File: src/rtl/sum_chunk_sequencer_pkg.sv
// Shared types and defaults for the chunk-serial adder sequencer.
// Holds the FSM state encoding and the counter width helper.
package sum_pkg;

    typedef enum logic [1:0] {
        ST_IDLE = 2'd0,
        ST_RUN  = 2'd1,
        ST_DONE = 2'd2
    } state_t;

    localparam int SUM_N  = 128;
    localparam int SUM_CC = 16;

    // A single-chunk configuration still needs a one-bit counter.
    function automatic int count_width(input int cc);
        return (cc <= 1) ? 1 : $clog2(cc);
    endfunction

endpackage

File: src/rtl/sum_chunk_sequencer_if.sv
// Operand/result handshake bundle between source, sequencer and consumer.
interface sum_chunk_sequencer_if
    import sum_pkg::*;
#(
    parameter int N = SUM_N
);
    logic         in_valid;
    logic         in_ready;
    logic [N-1:0] a;
    logic [N-1:0] b;
    logic         out_valid;
    logic         out_ready;
    logic [N-1:0] sum;
    logic         cout;
    logic         busy;

    modport master (
        output in_valid, a, b, out_ready,
        input  in_ready, out_valid, sum, cout, busy
    );

    modport slave (
        input  in_valid, a, b, out_ready,
        output in_ready, out_valid, sum, cout, busy
    );
endinterface

File: src/rtl/sum_chunk_add.sv
// Combinational W-bit adder slice with carry in and carry out.
module sum_chunk_add #(
    parameter int W = 8
) (
    input  logic [W-1:0] a,
    input  logic [W-1:0] b,
    input  logic         cin,
    output logic [W-1:0] s,
    output logic         cout
);
    assign {cout, s} = {1'b0, a} + {1'b0, b} + {{W{1'b0}}, cin};
endmodule

File: src/rtl/sum_chunk_sequencer.sv
// Feeds an N-bit operand pair LSB-first through one W-bit adder slice over CC
// cycles, owning the inter-chunk carry, and presents the assembled sum.
module sum_chunk_sequencer
    import sum_pkg::*;
#(
    parameter int N  = SUM_N,
    parameter int CC = SUM_CC
) (
    input  logic clk,
    input  logic rst,
    sum_chunk_sequencer_if.slave bus
);
    localparam int W  = N / CC;
    localparam int CW = count_width(CC);
    localparam logic [CW-1:0] LAST = CW'(CC - 1);
    localparam logic [CW-1:0] ONE  = CW'(1);

    if ((CC < 1) || ((N % CC) != 0)) begin : g_bad_cc
        $error("sum_chunk_sequencer: N must be a positive multiple of CC");
    end

    state_t         r_state;
    logic [CW-1:0]  r_count;
    logic           r_carry;
    logic [N-1:0]   r_a_sh;
    logic [N-1:0]   r_b_sh;
    logic [N-1:0]   r_sum_sh;
    logic [N-1:0]   r_sum;
    logic           r_cout;
    logic           r_in_ready;
    logic           r_out_valid;
    logic           r_busy;

    logic [W-1:0]   w_res;
    logic           w_cout;
    logic [N-1:0]   w_sum_next;

    sum_chunk_add #(.W(W)) u_add (
        .a    (r_a_sh[W-1:0]),
        .b    (r_b_sh[W-1:0]),
        .cin  (r_carry),
        .s    (w_res),
        .cout (w_cout)
    );

    // New chunk enters at the MSB end; written as a wide shift so W==N also works.
    assign w_sum_next = N'({w_res, r_sum_sh} >> W);

    always_ff @(posedge clk or negedge rst) begin
        if (!rst) begin
            r_state     <= ST_IDLE;
            r_count     <= '0;
            r_carry     <= 1'b0;
            r_a_sh      <= '0;
            r_b_sh      <= '0;
            r_sum_sh    <= '0;
            r_sum       <= '0;
            r_cout      <= 1'b0;
            r_in_ready  <= 1'b1;
            r_out_valid <= 1'b0;
            r_busy      <= 1'b0;
        end else begin
            case (r_state)
                ST_IDLE: begin
                    if (bus.in_valid) begin
                        r_a_sh     <= bus.a;
                        r_b_sh     <= bus.b;
                        r_carry    <= 1'b0;
                        r_count    <= '0;
                        r_state    <= ST_RUN;
                        r_in_ready <= 1'b0;
                        r_busy     <= 1'b1;
                    end
                end
                ST_RUN: begin
                    r_a_sh   <= r_a_sh >> W;
                    r_b_sh   <= r_b_sh >> W;
                    r_sum_sh <= w_sum_next;
                    r_carry  <= w_cout;
                    // Published result only moves on completion so sum/cout hold during RUN.
                    if (r_count == LAST) begin
                        r_count     <= '0;
                        r_state     <= ST_DONE;
                        r_sum       <= w_sum_next;
                        r_cout      <= w_cout;
                        r_out_valid <= 1'b1;
                    end else begin
                        r_count <= r_count + ONE;
                    end
                end
                ST_DONE: begin
                    if (bus.out_ready) begin
                        r_state     <= ST_IDLE;
                        r_out_valid <= 1'b0;
                        r_in_ready  <= 1'b1;
                        r_busy      <= 1'b0;
                    end
                end
                default: begin
                    r_state     <= ST_IDLE;
                    r_out_valid <= 1'b0;
                    r_in_ready  <= 1'b1;
                    r_busy      <= 1'b0;
                end
            endcase
        end
    end

    assign bus.in_ready  = r_in_ready;
    assign bus.out_valid = r_out_valid;
    assign bus.sum       = r_sum;
    assign bus.cout      = r_cout;
    assign bus.busy      = r_busy;

endmodule

File: src/flat_wrapper.sv
// flat-port wrapper written by rule: the top's interface ports become plain ports
module sum_chunk_sequencer_flat import sum_pkg::*;
#(
    parameter int N  = SUM_N,
    parameter int CC = SUM_CC
)
  (clk, rst, bus_in_valid, bus_a, bus_b, bus_out_ready, bus_in_ready, bus_out_valid, bus_sum, bus_cout, bus_busy);
  sum_chunk_sequencer_if #(.N(N)) bus_i ();
  input  logic clk;
  input  logic rst;
  input wire logic [$bits(bus_i.in_valid)-1:0] bus_in_valid;
  input wire logic [$bits(bus_i.a)-1:0] bus_a;
  input wire logic [$bits(bus_i.b)-1:0] bus_b;
  input wire logic [$bits(bus_i.out_ready)-1:0] bus_out_ready;
  output wire logic [$bits(bus_i.in_ready)-1:0] bus_in_ready;
  output wire logic [$bits(bus_i.out_valid)-1:0] bus_out_valid;
  output wire logic [$bits(bus_i.sum)-1:0] bus_sum;
  output wire logic [$bits(bus_i.cout)-1:0] bus_cout;
  output wire logic [$bits(bus_i.busy)-1:0] bus_busy;
  assign bus_i.in_valid = bus_in_valid;
  assign bus_i.a = bus_a;
  assign bus_i.b = bus_b;
  assign bus_i.out_ready = bus_out_ready;
  assign bus_in_ready = bus_i.in_ready;
  assign bus_out_valid = bus_i.out_valid;
  assign bus_sum = bus_i.sum;
  assign bus_cout = bus_i.cout;
  assign bus_busy = bus_i.busy;
  sum_chunk_sequencer #(.N(N), .CC(CC)) u_core (.clk(clk), .rst(rst), .bus(bus_i));
endmodule
File: config.mk
export PLATFORM = sky130hd
export DESIGN_NAME = sum_chunk_sequencer_flat
export DESIGN_NICKNAME = d
export VERILOG_FILES = /design/src/rtl/sum_chunk_sequencer_pkg.sv /design/src/rtl/sum_chunk_sequencer_if.sv /design/src/rtl/sum_chunk_add.sv /design/src/rtl/sum_chunk_sequencer.sv /design/src/flat_wrapper.sv
export SDC_FILE = /design/constraint.sdc
export NUM_CORES = 1
export LEC_CHECK = 0
export ABC_AREA = 1
export CORE_MARGIN = 1.5
export CORE_UTILIZATION = 45
export DETAILED_ROUTE_END_ITERATION = 6
export HOLD_SLACK_MARGIN = 0.15
export PLACE_DENSITY = 0.8
export SYNTH_ARGS = -nofsm -noshare
export SYNTH_HDL_FRONTEND = slang
export SYNTH_HIERARCHICAL = 1
export SYNTH_SLANG_ARGS = --single-unit
File: constraint.sdc
create_clock -name clk -period 5.15 [get_ports clk]
set_input_delay 1.03 -clock clk [delete_from_list [all_inputs] [get_ports clk]]
set_output_delay 1.03 -clock clk [all_outputs]
set_load 0.02 [all_outputs]
* Word level (Yosys, flattened, before mapping)
Index checks and enable logic that the tools add are counted.
** Cells by class
- Mux-type cells :: 20
- Eq/ne operators :: 6
- Reduce and logical (&&, ||, !) cells :: 7
- Bitwise operators :: 2
- Add/subtract/negate cells :: 3
** Operator list (count)
- one-hot mux 128 bit (2 select lines) :: 2
- 2-to-1 mux 128 bit :: 2
- adder 8 x 8 -> 9 bit :: 1
- adder 9 x 1 -> 9 bit :: 1
- one-hot mux 1 bit (3 select lines) :: 3
- AND reduction 3 bit :: 3
- 2-to-1 mux 4 bit :: 2
- one-hot mux 4 bit (2 select lines) :: 1
- 2-to-1 mux 2 bit :: 3
- one-hot mux 2 bit (3 select lines) :: 1
- 2-to-1 mux 1 bit :: 5
- adder 4 x 1 -> 4 bit, second input constant :: 1
- == test 4 bit, second input constant :: 1
- inequality test 2 bit, second input constant :: 2
- AND reduction 2 bit :: 2
- == test 2 x 1 -> 1 bit, second input constant :: 1
- == test 2 bit, second input constant :: 1
- zero test 2 bit :: 1
- inequality test 2 x 1 -> 1 bit, second input constant :: 1
- NOT 1 bit :: 2
- one-hot mux 1 bit (2 select lines) :: 1
- nonzero test 2 bit :: 1
** Storage, ports and cells
- Output and inout bits :: 132
- Input port bits :: 260
- Register bits after elaboration :: 523

* Depth between registers and ports, before layout
Gate-level depths: netlist (run 1).
- Word-level depth :: 3
- Depth in mapped cells :: 10
- Depth with buffers taken out :: 10

* Modules after synthesis
The synthesis (run 1) kept the hierarchy.
** By module, submodules not included
- sum_chunk_sequencer :: cells an instance 2814, area an instance 22343.9 um^2, instances 1
- sum_chunk_add :: cells an instance 59, area an instance 384.1 um^2, instances 1

* Least setup slack after synthesis (run 1)
Ideal clock, no wire load.
- Kind :: input port to flip-flop
- Start :: input port bus_in_valid
- End :: register u_core.r_a_sh[1]
- Arrival time :: 1.782 ns
- Setup slack :: 3.247 ns
- Stages on the path :: 8
- Path buffers :: 3
- Setup time :: 0.121 ns
- Cells stage by stage :: nand2_1 nand2_2 inv_2 buf_4 buf_4 buf_4 nand2_1 o21ai_1
** Between the ends
- Word-level cells in the longest chain between the ends :: 2
** Ends and longest elaborated chain
- start, declared :: line flat_wrapper.sv:11 : input wire logic [$bits(bus_i.in_valid)-1:0] bus_in_valid;
- inequality test 2 bit (no line)
- AND reduction 2 bit (no line)
- end signal, assigned :: line sum_chunk_sequencer.sv:66 : r_a_sh <= bus.a;
- end signal, assigned :: line sum_chunk_sequencer.sv:76 : r_a_sh <= r_a_sh >> W;
- end, declared :: line sum_chunk_sequencer.sv:25 : logic [N-1:0] r_a_sh;
No other way between the ends.
A chain may end at the register's enable or synchronous reset.

* Worst setup path in the final report (run 1)
- Start :: register u_core.r_state[0]
- End :: register u_core.r_a_sh[71]
** Between the ends
- Word-level cells in the longest chain between the ends :: 3
** Ends and longest elaborated chain
- start, declared :: line sum_chunk_sequencer.sv:22 : state_t r_state;
- start signal, assigned :: line sum_chunk_sequencer.sv:51 : r_state <= ST_IDLE;
- start signal, assigned :: line sum_chunk_sequencer.sv:70 : r_state <= ST_RUN;
- start signal, assigned :: line sum_chunk_sequencer.sv:83 : r_state <= ST_DONE;
- == test 2 x 1 -> 1 bit / zero test 2 bit (equally long branches) :: line sum_chunk_sequencer.sv:63 : case (r_state)
- nonzero test 2 bit (no line) / inequality test 2 bit (equally long branches)
- AND reduction 2 bit (no line)
Parallel ways exist; a longest one is shown, timed or not.

==> metrics.txt, run 1 <==
final core utilization=57.4%; largest net degree at the start of global routing=254; vias=19.1k; Critical R2R Capture=u_core/r_a_sh[71]; path type of the worst setup path=register to register; post-synth top area cell=dfrtp_1; sequential fraction of the synthesis area=56.7%; clock sink count=515; worst-margin pin slew=1.11 ns; leakage=0.0145 uW; status=completed; clock slew at reported path FFs=0.06 ns; min Tclk post-route=3.16 ns; Worst Setup EP=u_core/r_a_sh[71]; H-tree depth=2; endpoint type of the worst setup path=register; Synth top area share=56.6%; Starting DRT DRC Count=1717; vias per cell=4.89; final hold violation count=0; Worst Path Required=5.64 ns; max_cap viols=0; setup TNS=0 ns; fmax=316 MHz; I/O Pins=392; RR Startpoint=u_core/r_state[0]; Congestion Overflow GR=0; Die W=228 um; cts bufs inserted=53; Fillers=4421; Slew Limit Fails=0; EDFF count, synth=0; Hold WC Path Type=register to register; Antenna Violating Nets Remaining=0; hold_buf cts=0; number of global-route vias before repair=18.3k; Final setup viols=0; Die Height=228 um; area of the mapped netlist=0.0227 mm2; detailed-router iteration count before antenna repair=5; die area=0.0519 mm2; Routability Congestion=0.838; gr usage total=22.9%; CTS root buf=clkbuf_16; WL final=59200 um; RSZ-0062 raised after global routing=no; critical path fanouts, max=138; Post-CTS Repair Setup Buffers=0; origin of the worst setup path=u_core/r_state[0]; share of layout cells above drive strength 1=4.44%; starting density of the core=45.5%; CTS tree=yes; initial antenna violation count=5; # rows=82; Synthesis Warnings=6; Max-slew headroom=25.8%; FF-to-FF setup slack=1.99 ns; Top FF cell, synth=dfrtp_1; ys async rst share=100%; area of the core=0.0500 mm2; most frequent cells after synthesis=1169 x nand2_1, 514 x dfrtp_1, 328 x o21ai_0; PD cells=615 mW/mm2; DRC Markers=0; first-pass GRT wire length=96200 um; clock tree buffer depth=3; nets@finish=3447; dpl hpwl=39400 um; crit share post-route=61.5%; Mapped Avg Cell Area=7.91 um2; CP Data Arrival Time=3.65 ns; VDD IR max=558 uV; Design Power=17600 uW; top cells by area, synth=dfrtp_1 57%, nand2_1 19%, o21ai_0 7.2%, inv_1 4.8%, nor2_1 4.1%; Post-Synthesis Cells=2873; Port Buffers=391; post-cts resize count=0; Clk Latency, worst-skew pair=0.59 ns; clk_skew=0.0167 ns; Yosys reg bits=515; most frequent cell after synthesis=nand2_1; Post-Synthesis Net Count=3143; Area Growth Syn to Fin=26.1%; Avg WL per Cell=15.2 um; r2r worst-path depth=6; crit start category=register; count of distinct cell types in the synthesized netlist=27
==> registers in the layout (all words and copies together), names as in the netlist, 2 cells and up <==
| signal | cells |
|---|---|
| u_core/bus.sum | 128 |
| u_core/r_a_sh | 128 |
| u_core/r_b_sh | 128 |
| u_core/r_sum_sh | 120 |
| u_core/r_count | 4 |
| u_core/r_state | 2 |
==> kinds of logic (layout without fill, tap and decap cells) <==
kind of cell	after synthesis	count (layout)	share of synthesized area [%]
buf+inv	458	804	8.51
other cells	0	2	0
flops	515	515	56.7
compound gates	431	431	9.49
fa+ha+maj	10	10	0.617
xor+xnor	3	3	0.116
simple gates	1456	1456	24.6
==> per-stage QoR <==
stage / setup slack (ns) / hold slack (ns) / area (um2) / instances
after floorplan: 3.25 / 0.446 / 22700 / 2873
after global placement: 1.59 / 0.454 / 26900 / 3794
after detailed placement: 1.55 / 0.458 / 26900 / 3794
after CTS: 1.89 / 0.473 / 28700 / 3891
after global routing: 1.65 / 0.484 / 28700 / 3893
final: 1.99 / 0.467 / 28700 / 3893
==> how the worst min path moves through the flow <==
stage / to / slack (ns) / start / cells past startpoint
final: u_core/bus.sum[120] / 0.47 / u_core/bus.sum[120] / 2
after global routing: u_core/bus.sum[6] / 0.48 / u_core/bus.sum[6] / 2
after detailed placement: u_core/bus.sum[11] / 0.46 / u_core/bus.sum[11] / 2
after global placement: u_core/bus.sum[44] / 0.45 / u_core/bus.sum[44] / 2
after floorplan: u_core/r_b_sh[10] / 0.45 / u_core/r_b_sh[10] / 2
after CTS: u_core/bus.sum[11] / 0.47 / u_core/bus.sum[11] / 2
==> cell type report <==
class | instances | area (um2) | share of cell area, %
clock inverters | 23 | 185 | 0.646
clock buffers | 74 | 1530 | 5.33
multi-input cells | 1900 | 7950 | 27.7
diodes | 2 | 5.00 | 0.0175
flip-flops and latches | 515 | 12900 | 45.0
inverters | 296 | 1120 | 3.89
well taps | 672 | 841 | 2.93
repair buffers | 411 | 4160 | 14.5
==> worst max-delay path: stages (launching register included) <==
cell and delay (ns):
dfrtp_1 0.33, buf_4 0.42, nand2_8 0.38, nand2_8 0.73
buf_4 0.75, nand2_1 0.12, o21ai_0 0.22
==> per-layer routing <==
layer  share of wire [%]  wire length, um  up-vias  GRT usage [%]
met5               0.069               41        -              0
met4                 2.0             1180        6           6.04
met3                 6.7             3930       85           5.40
li1                    -                -     9344              -
met1                  44            26000     9037           31.3
met2                  47            28000      582           36.7
==> power breakdown <==
part           internal [uW]  total (uW)  switching [uW]
Clock                   2170        3770            1600
Combinational           2600        6840            4230
Sequential              5920        7030            1110
==> cell usage in the layout, fill, tap and decap left out, types with 3 or more instances in the layout <==
cell type / count
clkdlybuf4s50_1: 390
inv_2: 3
o21ai_1: 100
clkbuf_16: 55
nor2_1: 248
clkbuf_8: 8
dfrtp_1: 514
ha_1: 8
nand2_1: 1168
buf_12: 7
inv_6: 4
clkbuf_1: 11
clkinv_2: 15
or2_2: 17
nand3_1: 7
o21ai_0: 328
inv_1: 292
buf_4: 13
nand2_2: 3
a21oi_1: 3
Power figures use the tool's default switching activity.
==> run 2, diff against run 1 <==
Clock period 5.15 ns to 3 ns, I/O delays scaled along.
==> run 2 against run 1 <==
  * Setup slack worse by 1.4 ns
  * Wire length up 1.6%
  * Total power up 74%
  * Combinational power up 74%
  * Largest cell class unchanged
  * Worst hold slack better by 0.0032 ns
  * Critical path depth down 5
  * Final area up 1.3%
  * Clock skew up 0.0028 ns
  * Global-route usage up 0.39 points
  * Sequential share of layout area down 0.58 points
  * Clock-buffer cell count up 2
  * Critical endpoint is now bus_in_ready
  * Die area unchanged
==> metrics.txt, run 2 (synthesis gave the netlist of run 1 again) <==
status=completed; Avg WL per Cell=15.3 um (+1.0%); vias=19.2k (+0.89%); commonest non-fill, non-tap cell in the layout=nand2_1; Clock power frac=21.9% (+0.5 points); # rows=82 (unchanged); H-tree depth=2 (unchanged); Post-CTS Repair Setup Buffers=0 (unchanged); Top Family by Delay on Critical Path=buffers and inverters; clk_skew=0.0195 ns (+0.00284 ns); sequential share of power=39.3% (-0.6 points); nets@finish=3470 (+0.67%); Design Area, Final=0.0290 mm2 (+1.3%); path type of the worst setup path=register to output port; placed instance count=3815 (+0.55%); cts bufs inserted=54 (+1.9%); Antenna Violating Nets Remaining=0 (unchanged); crit-path max cell delay=0.69 ns (-0.06 ns); CTS tree=yes; Congestion Overflow GR=0 (unchanged); Max-slew headroom=35.6% (+9.8 points); CP Data Arrival Time=1.80 ns (-1.85 ns); fmax=417 MHz; starting density of the core=45.5% (unchanged); Area after DPL=0.0272 mm2 (+1.0%); crit start category=register; number of global-route vias before repair=18.7k (+2.2%); Area Growth Syn to Fin=27.8%; CTS root buf=clkbuf_16; crit share post-route=79.9%; RR Startpoint=u_core/r_a_sh[0]; die area=0.0519 mm2 (unchanged); largest net degree at the start of global routing=215 (-15%); Worst Path Required=2.40 ns (-3.24 ns); Pint=18700 uW (+74%); WL final=60100 um (+1.6%); max_cap viols=0 (unchanged); Clk Latency, worst-skew pair=0.59 ns (about the same); Slew Limit Fails=0 (unchanged); RSZ-0062 raised after global routing=no; DRC Markers=0 (unchanged); Final setup viols=0 (unchanged); detailed-router iteration count before antenna repair=5 (unchanged); origin of the worst setup path=u_core/bus.in_ready; initial antenna violation count=6 (+1); final core utilization=58.1% (+0.75 points); dpl hpwl=40700 um (+3.2%); leakage=0.0147 uW (+1.2%); Routability Congestion=0.861 (+2.8%); WP buf/inv=1 (-1); final hold violation count=0 (unchanged); Hold WC Path Type=register to register; first-pass GRT wire length=97800 um (+1.7%); Die Height=228 um (unchanged); worst-margin pin slew=0.965 ns (-0.147 ns); Die W=228 um (unchanged); setup TNS=0 ns (unchanged); Net Switching=12100 uW (+74%); net switching fraction of the power=39.3% (-0.084 points); combinational fraction of design power=38.8% (about the same); ordered list of cells on the worst path=clkdlybuf4s50_1; gr usage total=23.3% (+0.39 points); VDD IR max=762 uV (+36%); clock sink count=515 (unchanged); Starting DRT DRC Count=1649 (-4.0%); vias per cell=4.91 (+0.32%); share of layout cells above drive strength 1=5.18% (+0.74 points); I/O Pins=392 (unchanged); PD cells=1060 mW/mm2 (+72%); critical path fanouts, max=2 (-99%); area of the core=0.0500 mm2 (unchanged); critical path's slowest cell=clkdlybuf4s50_1; Hold Crit Start=u_core/r_sum_sh[14]; min Tclk post-route=2.40 ns; clock tree buffer depth=3 (unchanged); most frequent cells in the layout=1168 x nand2_1, 514 x dfrtp_1, 390 x clkdlybuf4s50_1; clock slew at reported path FFs=0.06 ns (about the same); Port Buffers=391 (unchanged); endpoint type of the worst setup path=output port; Layout Cells excl Fill=3915 (+0.57%)
-- run 2: changes by cell type in the layout (fill, tap and decap cells not counted), sizes merged --
cell,before,now
buf,21,42
clkinv,16,10
clkinvlp,2,5
clkbuf,74,76
bufinv,2,3
diode,2,1
dlygate4sd3,0,1
inv,299,300
-- run 2: layer usage --
metal	global-route usage (%)	part of all wire (%)	vias to the layer above	wire (um)
met5	0	0.12	-	73
met2	37.1	46	643	27800
met3	4.98	6.8	126	4100
met4	7.48	3.0	10	1790
met1	31.7	44	9061	26400
li1	-	-	9383	-
-- run 2: worst paths after layout --
| check | endpoint | slack (ns) | depth (start not counted) |
|---|---|---|---|
| max reg2reg | u_core/r_sum_sh[126] | 0.84 | 10 |
| max | bus_in_ready | 0.60 | 1 |
| min reg2reg | u_core/bus.sum[6] | 0.47 | 2 |
| min in group asynchronous | u_core/bus.sum[10] | 0.60 | 2 |
| max in group asynchronous | u_core/r_b_sh[42] | 1.41 | 4 |
| min | u_core/bus.sum[6] | 0.47 | 2 |
-- run 2: final cells by class --
cell class	count	area, um2
diodes	1	2.50
clock buffers	76	1570
clock inverters	22	234
fillers	4380	20900
inverters	296	1120
multi-input cells	1900	7950
flip-flops and latches	515	12900
well taps	672	841
repair buffers	433	4440
-- run 2: power groups by stage --
stage	clock, uW	sequential, uW	combinational (uW)
global route	7130	12400	13500
global placement	0	12000	11600
CTS	6890	12000	12100
detailed placement	0	12100	12000
finish	6730	12100	11900
floorplan	0	12300	7420
-- run 2: per-stage QoR --
step	setup WS, ns	total power (uW)	hold WS, ns
after CTS	0.534	31000	0.473
after global routing	0.500	33100	0.491
after global placement	0.576	23600	0.454
after detailed placement	0.514	24100	0.458
final	0.602	30700	0.470
after floorplan	1.13	19700	0.304
-- run 2: what timing repair did --
action / 4_1_cts / 5_1_grt
endpoints found under the setup margin: 0 / 0
hold buffers: 1 / 0
hold endpoints to repair: 63 / 0
gates resized for setup: 0 / 0
==> run 3, diff against run 2 <==
Clock period 3 ns to 2.4 ns, I/O delays scaled along.
==> run 3 against run 2 <==
  * Core utilization is 0.39 points higher
  * Flip-flop and latch count stayed put
  * Sequential power is 24% higher
  * Clock-buffer cell count is 4 lower
  * Setup slack worse by 0.48 ns
  * Clock power is 32% higher
  * Critical endpoint unchanged
  * Highest routed layer unchanged
==> metrics.txt, run 3 (synthesis gave the netlist of run 1 again) <==
nets@finish=3474 (+0.12%); WL final=59700 um (-0.70%); Die W=228 um (unchanged); register area=0.0129 mm2 (unchanged); Hold WC Path Type=input port to asynchronous set/reset pin; Critical R2R Capture=u_core/r_carry; Design Power=38900 uW (+26%); post-cts resize count=0 (unchanged); Die Height=228 um (unchanged); largest net degree at the start of global routing=167 (-22%); detailed-router iteration count before antenna repair=6 (+1); starting density of the core=45.5% (unchanged); I/O Pins=392 (unchanged); Slew Limit Fails=0 (unchanged); crit-path max cell delay=0.68 ns (about the same); first-pass GRT wire length=96800 um (-1.0%); share of layout cells above drive strength 1=5.36% (+0.18 points); crit start category=register; status=completed; initial antenna violation count=8 (+2); Fillers=4326 (-1.2%); met3 routed WL=4050 um (-1.2%); CTS root buf=clkbuf_16; RR Startpoint=u_core/r_a_sh[0]; CP Data Arrival Time=1.80 ns (about the same); ordered list of cells on the worst path=clkdlybuf4s50_1; CTS tree=yes; ant diodes=0 (-1); origin of the worst setup path=u_core/bus.in_ready; Area Growth Syn to Fin=28.6%; r2r worst-path depth=10 (unchanged); Clk Latency, worst-skew pair=0.60 ns (about the same); path type of the worst setup path=register to output port; PD cells=1330 mW/mm2 (+26%); RSZ-0062 raised after global routing=no; Max-slew headroom=53.6% (+18 points); Area after DPL=0.0273 mm2 (+0.37%); Metal-1 WL=26100 um (-0.89%); DRC Markers=0 (unchanged); vias per cell=4.91 (about the same); WP buf/inv=1 (unchanged); Starting DRT DRC Count=1523 (-7.6%); routed wl met2=28100 um (+1.4%); clock sink count=515 (unchanged); final core utilization=58.5% (+0.39 points); die area=0.0519 mm2 (unchanged); # rows=82 (unchanged); min Tclk post-route=2.28 ns; Avg WL per Cell=15.2 um (-0.75%); Final setup viols=0 (unchanged); max layer used=met5; clock tree buffer depth=3 (unchanged); crit share post-route=95.0%; critical path's slowest cell=clkdlybuf4s50_1; FF-to-FF setup slack=0.36 ns (-0.48 ns); cts bufs inserted=53 (-1.9%); H-tree depth=2 (unchanged); final hold violation count=0 (unchanged); setup TNS=0 ns (unchanged); vias=19.2k (+0.099%); number of global-route vias before repair=18.4k (-1.6%); Antenna Violating Nets Remaining=0 (unchanged); Port Buffers=391 (unchanged); Worst Setup EP=bus_in_ready; Routability Congestion=0.859 (-0.26%); dpl hpwl=40900 um (+0.53%); area of the multi-input gates=0.00795 mm2 (unchanged); endpoint type of the worst setup path=output port; VDD IR max=633 uV (-17%); gr usage total=23.0% (-0.25 points); Congestion Overflow GR=0 (unchanged); worst-margin pin slew=0.697 ns (-0.269 ns); most frequent cells in the layout=1168 x nand2_1, 514 x dfrtp_1, 390 x clkdlybuf4s50_1; commonest non-fill, non-tap cell in the layout=nand2_1; area of the core=0.0500 mm2 (unchanged); critical path fanouts, max=2 (unchanged); Top Family by Delay on Critical Path=buffers and inverters; Post-CTS Repair Setup Buffers=0 (unchanged); max_cap viols=0 (unchanged); fmax=439 MHz; clk_skew=0.0240 ns (+0.00447 ns); critical path depth=1 (unchanged); leakage=0.0148 uW (+0.75%); Design Area, Final=0.0292 mm2 (+0.67%); clock slew at reported path FFs=0.06 ns (about the same); Worst Path Required=1.92 ns (-0.48 ns)
-- run 3: changes by cell type in the layout (fill, tap and decap cells not counted) --
cell | before | now
buf_12 | 16 | 21
bufinv_16 | 3 | 8
clkinvlp_4 | 5 | 1
clkbuf_1 | 8 | 5
clkbuf_16 | 54 | 53
clkinv_8 | 1 | 2
diode_2 | 1 | 0
inv_6 | 4 | 5
inv_8 | 1 | 0
-- run 3: how the worst min path moves through the flow --
stage / to / startpoint / depth (start not counted) / slack (ns)
floorplan: u_core/bus.busy / rst / 0 / 0.18
global placement: u_core/bus.sum[42] / u_core/bus.sum[42] / 2 / 0.45
detailed placement: u_core/bus.sum[6] / u_core/bus.sum[6] / 2 / 0.46
CTS: u_core/bus.sum[40] / rst / 2 / 0.42
global route: u_core/r_b_sh[127] / bus_b[127] / 3 / 0.45
finish: u_core/bus.sum[10] / rst / 2 / 0.44
-- run 3: timing repair --
item	4_1_cts	5_1_grt
endpoints found under the setup margin	0	0
hold endpoints to repair	41	0
hold buffers	1	0
-- run 3: metrics by stage --
step / worst slack [ns] / hold WS (ns) / std cells
finish: 0.120 / 0.439 / 3917
global route: 0.00163 / 0.454 / 3917
detailed placement: 0.267 / 0.457 / 3820
floorplan: 0.533 / 0.184 / 2873
CTS: 0.0404 / 0.420 / 3917
global placement: 0.321 / 0.454 / 3820
-- run 3: area by class of cell --
type / count / share of cell area (%)
Sequential cell: 515 / 44.1
Multi-Input combinational cell: 1900 / 27.2
Timing Repair Buffer: 438 / 15.5
Clock buffer: 72 / 5.26
Inverter: 296 / 3.82
Tap cell: 672 / 2.88
Clock inverter: 24 / 1.26
-- run 3: routing by layer --
metal / track usage, % / up-vias
met5: 0 / -
met4: 5.50 / 14
met3: 5.51 / 97
met2: 37.2 / 592
met1: 31.3 / 9147
li1: - / 9392
-- run 3: power breakdown --
group | total (uW) | internal (uW) | switching (uW) | leakage, uW
Combinational | 14900 | 5770 | 9170 | 0.00738
Clock | 8870 | 5370 | 3510 | 0.000940
Sequential | 15000 | 12700 | 2340 | 0.00644
